===== src/rtl/window_generator_3x3_if.sv =====
`default_nettype none
// +----------------------------------------------------------------------------+
// | Module      : window_generator_3x3_if                                      |
// | Description : Pixel stream in / registered 3x3 window out bundle.          |
// | Macro       : WINDOW_SOF_EN adds the sof qualifier on the input stream.    |
// | Revision    : 1.0 - initial release                                        |
// +----------------------------------------------------------------------------+

interface window_generator_3x3_if #(
  parameter int DATA_WIDTH = 8
);
  logic [DATA_WIDTH-1:0] pixel_in;
  logic                  pixel_valid;
`ifdef WINDOW_SOF_EN
  logic                  sof;
`endif
  logic [DATA_WIDTH-1:0] pixel0;
  logic [DATA_WIDTH-1:0] pixel1;
  logic [DATA_WIDTH-1:0] pixel2;
  logic [DATA_WIDTH-1:0] pixel3;
  logic [DATA_WIDTH-1:0] pixel4;
  logic [DATA_WIDTH-1:0] pixel5;
  logic [DATA_WIDTH-1:0] pixel6;
  logic [DATA_WIDTH-1:0] pixel7;
  logic [DATA_WIDTH-1:0] pixel8;
  logic                  window_valid;

`ifdef WINDOW_SOF_EN
  modport master (
    output pixel_in, pixel_valid, sof,
    input  pixel0, pixel1, pixel2, pixel3, pixel4,
           pixel5, pixel6, pixel7, pixel8, window_valid
  );
  modport slave (
    input  pixel_in, pixel_valid, sof,
    output pixel0, pixel1, pixel2, pixel3, pixel4,
           pixel5, pixel6, pixel7, pixel8, window_valid
  );
`else
  modport master (
    output pixel_in, pixel_valid,
    input  pixel0, pixel1, pixel2, pixel3, pixel4,
           pixel5, pixel6, pixel7, pixel8, window_valid
  );
  modport slave (
    input  pixel_in, pixel_valid,
    output pixel0, pixel1, pixel2, pixel3, pixel4,
           pixel5, pixel6, pixel7, pixel8, window_valid
  );
`endif

endinterface

`default_nettype wire


===== src/rtl/window_generator_3x3.sv =====
`default_nettype none
// +----------------------------------------------------------------------------+
// | Module      : window_generator_3x3                                         |
// | Description : Raster pixel stream to registered 3x3 window, two line       |
// |               buffers, one-cycle latency.                                  |
// | Macro       : WINDOW_SOF_EN adds sof to force frame alignment.             |
// | Revision    : 1.0 - initial release                                        |
// +----------------------------------------------------------------------------+

module window_generator_3x3 #(
  parameter int DATA_WIDTH = 8,
  parameter int IMG_WIDTH  = 16,
  parameter int IMG_HEIGHT = 16
) (
  input  wire                    clk,
  input  wire                    rst,
  window_generator_3x3_if.slave  bus
);

  localparam int COL_W = (IMG_WIDTH  > 2) ? $clog2(IMG_WIDTH)  : 2;
  localparam int ROW_W = (IMG_HEIGHT > 2) ? $clog2(IMG_HEIGHT) : 2;
  localparam logic [COL_W-1:0] C_COL_LAST = COL_W'(IMG_WIDTH - 1);
  localparam logic [ROW_W-1:0] C_ROW_LAST = ROW_W'(IMG_HEIGHT - 1);
  localparam logic [COL_W-1:0] C_COL_TWO  = COL_W'(2);
  localparam logic [ROW_W-1:0] C_ROW_TWO  = ROW_W'(2);

  logic [COL_W-1:0] col_q, col_d;
  logic [ROW_W-1:0] row_q, row_d;
  logic [COL_W-1:0] col_eff;
  logic [ROW_W-1:0] row_eff;
  logic             accept;
  logic             window_hit;

  // Line buffers: mid holds row r-1, top holds row r-2 (no reset needed).
  logic [DATA_WIDTH-1:0] line_mid_q [0:IMG_WIDTH-1];
  logic [DATA_WIDTH-1:0] line_top_q [0:IMG_WIDTH-1];
  logic [DATA_WIDTH-1:0] top_cur;
  logic [DATA_WIDTH-1:0] mid_cur;

  // Previous two columns of each of the three window rows.
  logic [DATA_WIDTH-1:0] top_m1_q, top_m1_d, top_m2_q, top_m2_d;
  logic [DATA_WIDTH-1:0] mid_m1_q, mid_m1_d, mid_m2_q, mid_m2_d;
  logic [DATA_WIDTH-1:0] bot_m1_q, bot_m1_d, bot_m2_q, bot_m2_d;

  logic [DATA_WIDTH-1:0] win_q [0:8];
  logic [DATA_WIDTH-1:0] win_d [0:8];
  logic                  window_valid_q, window_valid_d;

  assign accept = bus.pixel_valid;

`ifdef WINDOW_SOF_EN
  assign col_eff = bus.sof ? '0 : col_q;
  assign row_eff = bus.sof ? '0 : row_q;
`else
  assign col_eff = col_q;
  assign row_eff = row_q;
`endif

  assign top_cur    = line_top_q[col_eff];
  assign mid_cur    = line_mid_q[col_eff];
  assign window_hit = accept && (row_eff >= C_ROW_TWO) && (col_eff >= C_COL_TWO);

  always_comb begin
    col_d = col_q;
    row_d = row_q;
    if (accept) begin
      if (col_eff == C_COL_LAST) begin
        col_d = '0;
        row_d = (row_eff == C_ROW_LAST) ? '0 : row_eff + ROW_W'(1);
      end else begin
        col_d = col_eff + COL_W'(1);
        row_d = row_eff;
      end
    end
  end

  always_comb begin
    top_m1_d = top_m1_q;
    top_m2_d = top_m2_q;
    mid_m1_d = mid_m1_q;
    mid_m2_d = mid_m2_q;
    bot_m1_d = bot_m1_q;
    bot_m2_d = bot_m2_q;
    if (accept) begin
      top_m2_d = top_m1_q;
      top_m1_d = top_cur;
      mid_m2_d = mid_m1_q;
      mid_m1_d = mid_cur;
      bot_m2_d = bot_m1_q;
      bot_m1_d = bus.pixel_in;
    end
  end

  always_comb begin
    win_d          = win_q;
    window_valid_d = 1'b0;
    if (window_hit) begin
      win_d[0]       = top_m2_q;
      win_d[1]       = top_m1_q;
      win_d[2]       = top_cur;
      win_d[3]       = mid_m2_q;
      win_d[4]       = mid_m1_q;
      win_d[5]       = mid_cur;
      win_d[6]       = bot_m2_q;
      win_d[7]       = bot_m1_q;
      win_d[8]       = bus.pixel_in;
      window_valid_d = 1'b1;
    end
  end

  always_ff @(posedge clk or posedge rst) begin
    if (rst) begin
      col_q          <= '0;
      row_q          <= '0;
      top_m1_q       <= '0;
      top_m2_q       <= '0;
      mid_m1_q       <= '0;
      mid_m2_q       <= '0;
      bot_m1_q       <= '0;
      bot_m2_q       <= '0;
      window_valid_q <= 1'b0;
      for (int i = 0; i < 9; i++) begin
        win_q[i] <= '0;
      end
    end else begin
      col_q          <= col_d;
      row_q          <= row_d;
      top_m1_q       <= top_m1_d;
      top_m2_q       <= top_m2_d;
      mid_m1_q       <= mid_m1_d;
      mid_m2_q       <= mid_m2_d;
      bot_m1_q       <= bot_m1_d;
      bot_m2_q       <= bot_m2_d;
      window_valid_q <= window_valid_d;
      for (int i = 0; i < 9; i++) begin
        win_q[i] <= win_d[i];
      end
    end
  end

  // Each accepted pixel ages its column down one row: mid -> top, input -> mid.
  always_ff @(posedge clk) begin
    if (accept) begin
      line_top_q[col_eff] <= mid_cur;
      line_mid_q[col_eff] <= bus.pixel_in;
    end
  end

  assign bus.pixel0       = win_q[0];
  assign bus.pixel1       = win_q[1];
  assign bus.pixel2       = win_q[2];
  assign bus.pixel3       = win_q[3];
  assign bus.pixel4       = win_q[4];
  assign bus.pixel5       = win_q[5];
  assign bus.pixel6       = win_q[6];
  assign bus.pixel7       = win_q[7];
  assign bus.pixel8       = win_q[8];
  assign bus.window_valid = window_valid_q;

endmodule

`default_nettype wire

===== src/flat_wrapper.sv =====
// flat-port wrapper written by rule: the top's interface ports become plain ports
module window_generator_3x3_flat 
#(
  parameter int DATA_WIDTH = 8,
  parameter int IMG_WIDTH  = 16,
  parameter int IMG_HEIGHT = 16
)
  (clk, rst, bus_pixel_in, bus_pixel_valid, bus_pixel0, bus_pixel1, bus_pixel2, bus_pixel3, bus_pixel4, bus_pixel5, bus_pixel6, bus_pixel7, bus_pixel8, bus_window_valid);
  window_generator_3x3_if #(.DATA_WIDTH(DATA_WIDTH)) bus_i ();
  input  wire clk;
  input  wire rst;
  input wire logic [$bits(bus_i.pixel_in)-1:0] bus_pixel_in;
  input wire logic [$bits(bus_i.pixel_valid)-1:0] bus_pixel_valid;
  output wire logic [$bits(bus_i.pixel0)-1:0] bus_pixel0;
  output wire logic [$bits(bus_i.pixel1)-1:0] bus_pixel1;
  output wire logic [$bits(bus_i.pixel2)-1:0] bus_pixel2;
  output wire logic [$bits(bus_i.pixel3)-1:0] bus_pixel3;
  output wire logic [$bits(bus_i.pixel4)-1:0] bus_pixel4;
  output wire logic [$bits(bus_i.pixel5)-1:0] bus_pixel5;
  output wire logic [$bits(bus_i.pixel6)-1:0] bus_pixel6;
  output wire logic [$bits(bus_i.pixel7)-1:0] bus_pixel7;
  output wire logic [$bits(bus_i.pixel8)-1:0] bus_pixel8;
  output wire logic [$bits(bus_i.window_valid)-1:0] bus_window_valid;
  assign bus_i.pixel_in = bus_pixel_in;
  assign bus_i.pixel_valid = bus_pixel_valid;
  assign bus_pixel0 = bus_i.pixel0;
  assign bus_pixel1 = bus_i.pixel1;
  assign bus_pixel2 = bus_i.pixel2;
  assign bus_pixel3 = bus_i.pixel3;
  assign bus_pixel4 = bus_i.pixel4;
  assign bus_pixel5 = bus_i.pixel5;
  assign bus_pixel6 = bus_i.pixel6;
  assign bus_pixel7 = bus_i.pixel7;
  assign bus_pixel8 = bus_i.pixel8;
  assign bus_window_valid = bus_i.window_valid;
  window_generator_3x3 #(.DATA_WIDTH(DATA_WIDTH), .IMG_WIDTH(IMG_WIDTH), .IMG_HEIGHT(IMG_HEIGHT)) u_core (.clk(clk), .rst(rst), .bus(bus_i));
endmodule

===== config.mk =====
export PLATFORM = sky130hd
export DESIGN_NAME = window_generator_3x3_flat
export DESIGN_NICKNAME = d
export VERILOG_FILES = /design/src/rtl/window_generator_3x3_if.sv /design/src/rtl/window_generator_3x3.sv /design/src/flat_wrapper.sv
export SDC_FILE = /design/constraint.sdc
export NUM_CORES = 1
export LEC_CHECK = 0
export BUFFER_PORTS_ARGS = -buffer_cell sky130_fd_sc_hd__buf_2
export CAP_MARGIN = 25
export CORE_ASPECT_RATIO = 0.9
export CORE_MARGIN = 2
export CORE_UTILIZATION = 40
export DETAILED_ROUTE_END_ITERATION = 6
export GPL_TIMING_DRIVEN = 0
export SYNTH_ARGS = -nofsm -noshare
export SYNTH_HDL_FRONTEND = slang
export SYNTH_SLANG_ARGS = --single-unit

===== constraint.sdc =====
create_clock -name clk -period 5.6 [get_ports clk]
set_input_delay 0.84 -clock clk [delete_from_list [all_inputs] [get_ports clk]]
set_output_delay 0.84 -clock clk [all_outputs]
set_load 0.05 [all_outputs]

======== Word-level counts from Yosys, hierarchy flattened ========
Memory sizes are Yosys's and may differ from the RTL's.
Index checks and enable logic that the tools add are counted.
storage, ports and cells
  word-level logic and storage cells ...... 34
  bits in writable memories ............... 256
  memories ................................ 2
  register bits ........................... 129
  bits of input ports ..................... 11
cells by class
  multiplexer cells ....................... 5
  reduce and logical (&&, ||, !) cells .... 3
  order comparisons ....................... 2
  equality and inequality tests ........... 2
  add/subtract/negate cells ............... 2
memory list
  name               words  width  rd ports  clocked after memory_dff  wr ports  RTL line                    RTL
  u_core.line_mid_q  16     8      1         0                         1         window_generator_3x3.sv:35  logic [DATA_WIDTH-1:0] line_mid_q [0:IMG_WIDTH-1];
  u_core.line_top_q  16     8      1         0                         1         window_generator_3x3.sv:36  logic [DATA_WIDTH-1:0] line_top_q [0:IMG_WIDTH-1];
operators with widths
  cell                 count
  $add 4x1->4 const B  2
  $eq 4x4->1 const B   2
  $ge 4x2->1 const B   2
  $mux 4               2
  $mux 1               3
  $logic_and 1x1->1    2
  $reduce_and 2->1     1

======== Longest topological paths before layout ========
  word-level depth ........................ 4
  gate-level depth with buffers ........... 8

======== Least setup slack after synthesis ========
No wires, ideal clock.
  path kind ............................... input to register
  from .................................... input port bus_pixel_valid
  to ...................................... memory u_core.line_mid_q[6][0], enable pin
  buffers on the path ..................... 2
  data required time ...................... 5.226 ns
  stages on the path ...................... 5
  slack ................................... 3.206 ns
  setup time .............................. 0.374 ns
  arrival ................................. 2.020 ns
  cells stage by stage .................... clkbuf_1 > buf_2 > nand2_1 > nor2_1 > and2_1
on the way
  longest elaborated chain between the ends .. 2
ends and longest elaborated chain
  element                       RTL line                     RTL
  start, declared               flat_wrapper.sv:13           input wire logic [$bits(bus_i.pixel_valid)-1:0] bus_pixel_valid;
  $mux 1                        window_generator_3x3.sv:143  if (accept) begin
  $mux 1 (implied by the code)  window_generator_3x3.sv:145  line_mid_q[col_eff] <= bus.pixel_in;
  end, declared                 window_generator_3x3.sv:35
No other way between the ends.

======== Final worst setup path ========
  from .................................... register u_core.col_q[0], in the netlist u_core.col_eff[0]
  to ...................................... memory u_core.line_top_q[0][1], data pin
on the way
  longest elaborated chain between the ends .. 1
ends and longest elaborated chain
  element                      RTL line                     RTL
  start, declared              window_generator_3x3.sv:27   logic [COL_W-1:0] col_q, col_d;
  start signal, assigned       window_generator_3x3.sv:126  col_q <= col_d;
  $mem_v2 16x8                 n/a
  named net u_core.mid_cur[1]  window_generator_3x3.sv:38   logic [DATA_WIDTH-1:0] mid_cur;
  end, declared                window_generator_3x3.sv:36
The timed path passes the listed nets, and every way through them passes these cells.

==> metrics.md <==
| Metric | Value |
|---|---|
| Synth area leader | `edfxtp_1` |
| Antenna violations before repair | `0` |
| Grt total ovfl | `0` |
| GP Congestion | `0.8133` |
| Max FO, Critical Path | `16` |
| Chip height | `around 190 um` |
| CP Launch Type | `register` |
| Clk root buf | `clkbuf_16` |
| Leak Pwr | `6.262 nW` |
| H-Tree Depth | `2` |
| Crit. End Element | `register` |
| Drt wl/cell | `23.20 um` |
| FF/Latch Area | `roughly 0.011 mm^2` |
| Commonest non-fill, non-tap cell in the layout | `edfxtp_1` |
| Crit Path Category | `reg2reg` |
| R2R Path End | `u_core.line_top_q[0][1]` |
| Share of layout cells above drive strength 1 | `0.2589` |
| Final wirelength | `35,410 um` |
| Worst Tran Pin Value | `around 1.1 ns` |
| Clk_lat worst skew | `0.53 ns` |
| Router iterations before antenna repair | `5` |
| CTS buffer count | `39` |
| Status | `finished clean` |
| Met3 WL | `1895 um` |
| Area of the multi-input gates | `0.003772 mm^2` |
| CTS tree | `yes` |
| Final critical-path share of the clock period | `0.5219` |
| Final hold vios | `0` |
| Worst VDD drop | `0.3881 mV` |
| Core box area | `0.03714 mm^2` |
| Pwr/cell area | `about 600 mW/mm^2` |
| M1 WL | `16,090 um` |
| Most frequent cells in the layout | `edfxtp_1, dfrtp_1, mux2i_1` |
| DRT iter0 DRCs | `677` |
| Fillers | `3,206` |
| Postcts setup bufs | `0` |
| Area of placed instances | `0.01613 mm^2` |
| Max Clk Rate | `approximately 0.34 GHz` |
| R2R Setup Slk | `2.68 ns` |
| Share of Yosys cell area claimed by the top area cell type | `0.5114` |
| P&R area growth vs syn | `15.36%` |
| Die X-Extent | `between 200 and 250 um` |
| Syn Inst Count | `887` |
| GRT Resource Usage Total | `0.1833` |
| FP Rows | `67` |
| Metal2 WL | `16,650 um` |
| I/O pins | `84` |
| Post-CTS sizing | `0` |
| Sequential area share after synthesis | `0.7261` |
| FF-to-FF Start | `u_core.col_eff[0]` |
| Data arrival, critical path | `~3.1 ns` |
| Max-slew headroom | `0.2503` |
| Highest routed layer | `met4` |
| Max-Cap Viols | `0` |
| Hold-fix buffers at CTS | `0` |
| YS warnings | `0` |
| Initial Util | `0.4048` |
| DP HPWL | `23,620 um` |
| Final worst path period need | `2.923 ns` |
| Post-Syn Area | `0.01503 mm^2` |
| Placed insts | `approximately 1,500` |
| Setup violators final | `0` |
| Port Buf Inserts | `83` |
| Tightest Hold Check Type | `in2async` |
| Vias per inst | `between 5 and 6` |
| Synth Net Count | `904` |
| #FFs+latches synth | `385` |
| Fin cells | `1,526` |
| Diodes inserted | `0` |
| Design Area, Final | `0.01734 mm^2` |
| WP data required | `between 5 and 6 ns` |
| First-pass GRT wire length | `between 50,000 and 60,000 um` |
| Clk slew on worst S/H paths | `0.06 ns` |
| Library cells used by synthesis | `33` |
| Die ar. | `0.03915 mm^2` |
| RSZ-0062 raised after global routing | `no` |
| Reg2Reg Depth | `5` |
| Max Root-Sink Buffers | `3` |
| Synth top area cells | `edfxtp_1, dfrtp_1, mux2i_1, mux2_2, a22oi_1` |
| Final core utilization | `0.4670` |
| Pre-CTS WS | `2.194 ns` |
| Synth Area per Inst | `16.95 um^2` |
| Worst clock skew | `0.01239 ns` |
| Largest net degree at the start of global routing | `slightly below 80` |
| Slack of the critical path | `approximately 2.7 ns` |
| Num Clock Sinks | `385` |
| Max Transition Viols Final | `0` |
| Nets | `~1,000` |
| # DRC | `0` |
| Vias in the first global route | `~8,400` |
| Vias | `roughly 8,300` |
| Antenna viol nets, final | `0` |
## report_power, final
part | total, mW | internal (mW) | switching (mW)
Clock | 2.49 | 1.46 | 1.03
Combinational | 3.86 | 1.17 | 2.69
Sequential | 4.18 | 3.89 | 0.292
Total | 10.5 | 6.52 | 4.01
## stage by stage
step	hold WS, ns	TNS [ns]	power (mW)
floorplan	0.4747	0	6.838
global placement	0.4862	-33.63	7.982
detailed placement	0.4900	0	8.097
CTS	0.3689	0	10.59
global route	0.3910	0	10.98
finish	0.3515	0	10.53
## logic make-up (layout without fill, tap and decap cells)
kind of cell               after synthesis  in the layout  synth area share
and+or+nand+nor                         90             90           0.02755
xor gates and xnor gates                 2              2          0.001165
adders and majority gates                6              6          0.004994
buffers and inverters                   59            215           0.02297
DFF                                    385            385            0.7261
AOI/OAI and AO/OA                      129            129           0.06608
muxes                                  216            216            0.1511
## Yosys cell counts, drive strengths merged
cell and count:
a22oi 64, nor3 1, buf 32, o41ai 1
o21ai 7, edfxtp 256, nand2 23, nor2 35
nand3 7, dfrtp 129, xnor2 2, ha 6
a221oi 30, a21oi 25, mux2i 128, a31oi 2
nor4 1, and3 1, mux2 88, clkbuf 22
inv 5, nor2b 2, and3b 1, and2 17
nor3b 1, nand4 1
## state kept, by name, summed over array words and instances, names as in the netlist
name	cells
u_core.top_m2_q	8
u_core.bus.pixel4	8
u_core.top_m1_q	8
u_core.bus.pixel1	8
u_core.mid_m2_q	8
u_core.bot_m1_q	8
u_core.bus.window_valid	1
u_core.bot_m2_q	8
u_core.col_eff	4
u_core.bus.pixel2	8
u_core.bus.pixel5	8
u_core.bus.pixel0	8
u_core.bus.pixel3	8
u_core.bus.pixel7	8
u_core.bus.pixel8	8
u_core.bus.pixel6	8
u_core.row_eff	4
u_core.line_top_q	128
u_core.mid_m1_q	8
u_core.line_mid_q	128
## worst max-delay path by stage
stage / start / endpoint / slack [ns] / cells past startpoint
floorplan: rst / u_core.bot_m1_q[0] / 1.32 / 1
global placement: rst / u_core.bus.pixel8[4] / -0.28 / 2
detailed placement: bus_pixel_valid / u_core.line_top_q[4][2] / 2.19 / 6
CTS: u_core.col_eff[0] / u_core.line_top_q[5][1] / 2.64 / 5
global route: u_core.col_eff[0] / u_core.line_top_q[9][0] / 2.48 / 6
finish: u_core.col_eff[0] / u_core.line_top_q[0][1] / 2.68 / 5
## worst max-delay path, stage by stage, from the launching register on
cell      delay [ns]
dfrtp_1         0.53
nor2_1          0.16
clkbuf_1        0.34
a22oi_1         0.47
nand2_1         0.19
a21oi_1         0.87
## final cells by class
class	instances	area share
buffer	54	0.01883
clock buffer	54	0.06371
clock inverter	13	0.006133
inverter	5	0.001371
multi-input combinational	443	0.2175
sequential	385	0.6294
tap	483	0.03485
timing repair buffer	89	0.02814
## layer usage
layer / global-route usage / vias up
met3: 0.03283 / 49
met4: 0.05064 / 0
li1: - / 3682
met1: 0.2596 / 4317
met5: 0 / -
met2: 0.2921 / 248
(Power assumes the default switching activity.)
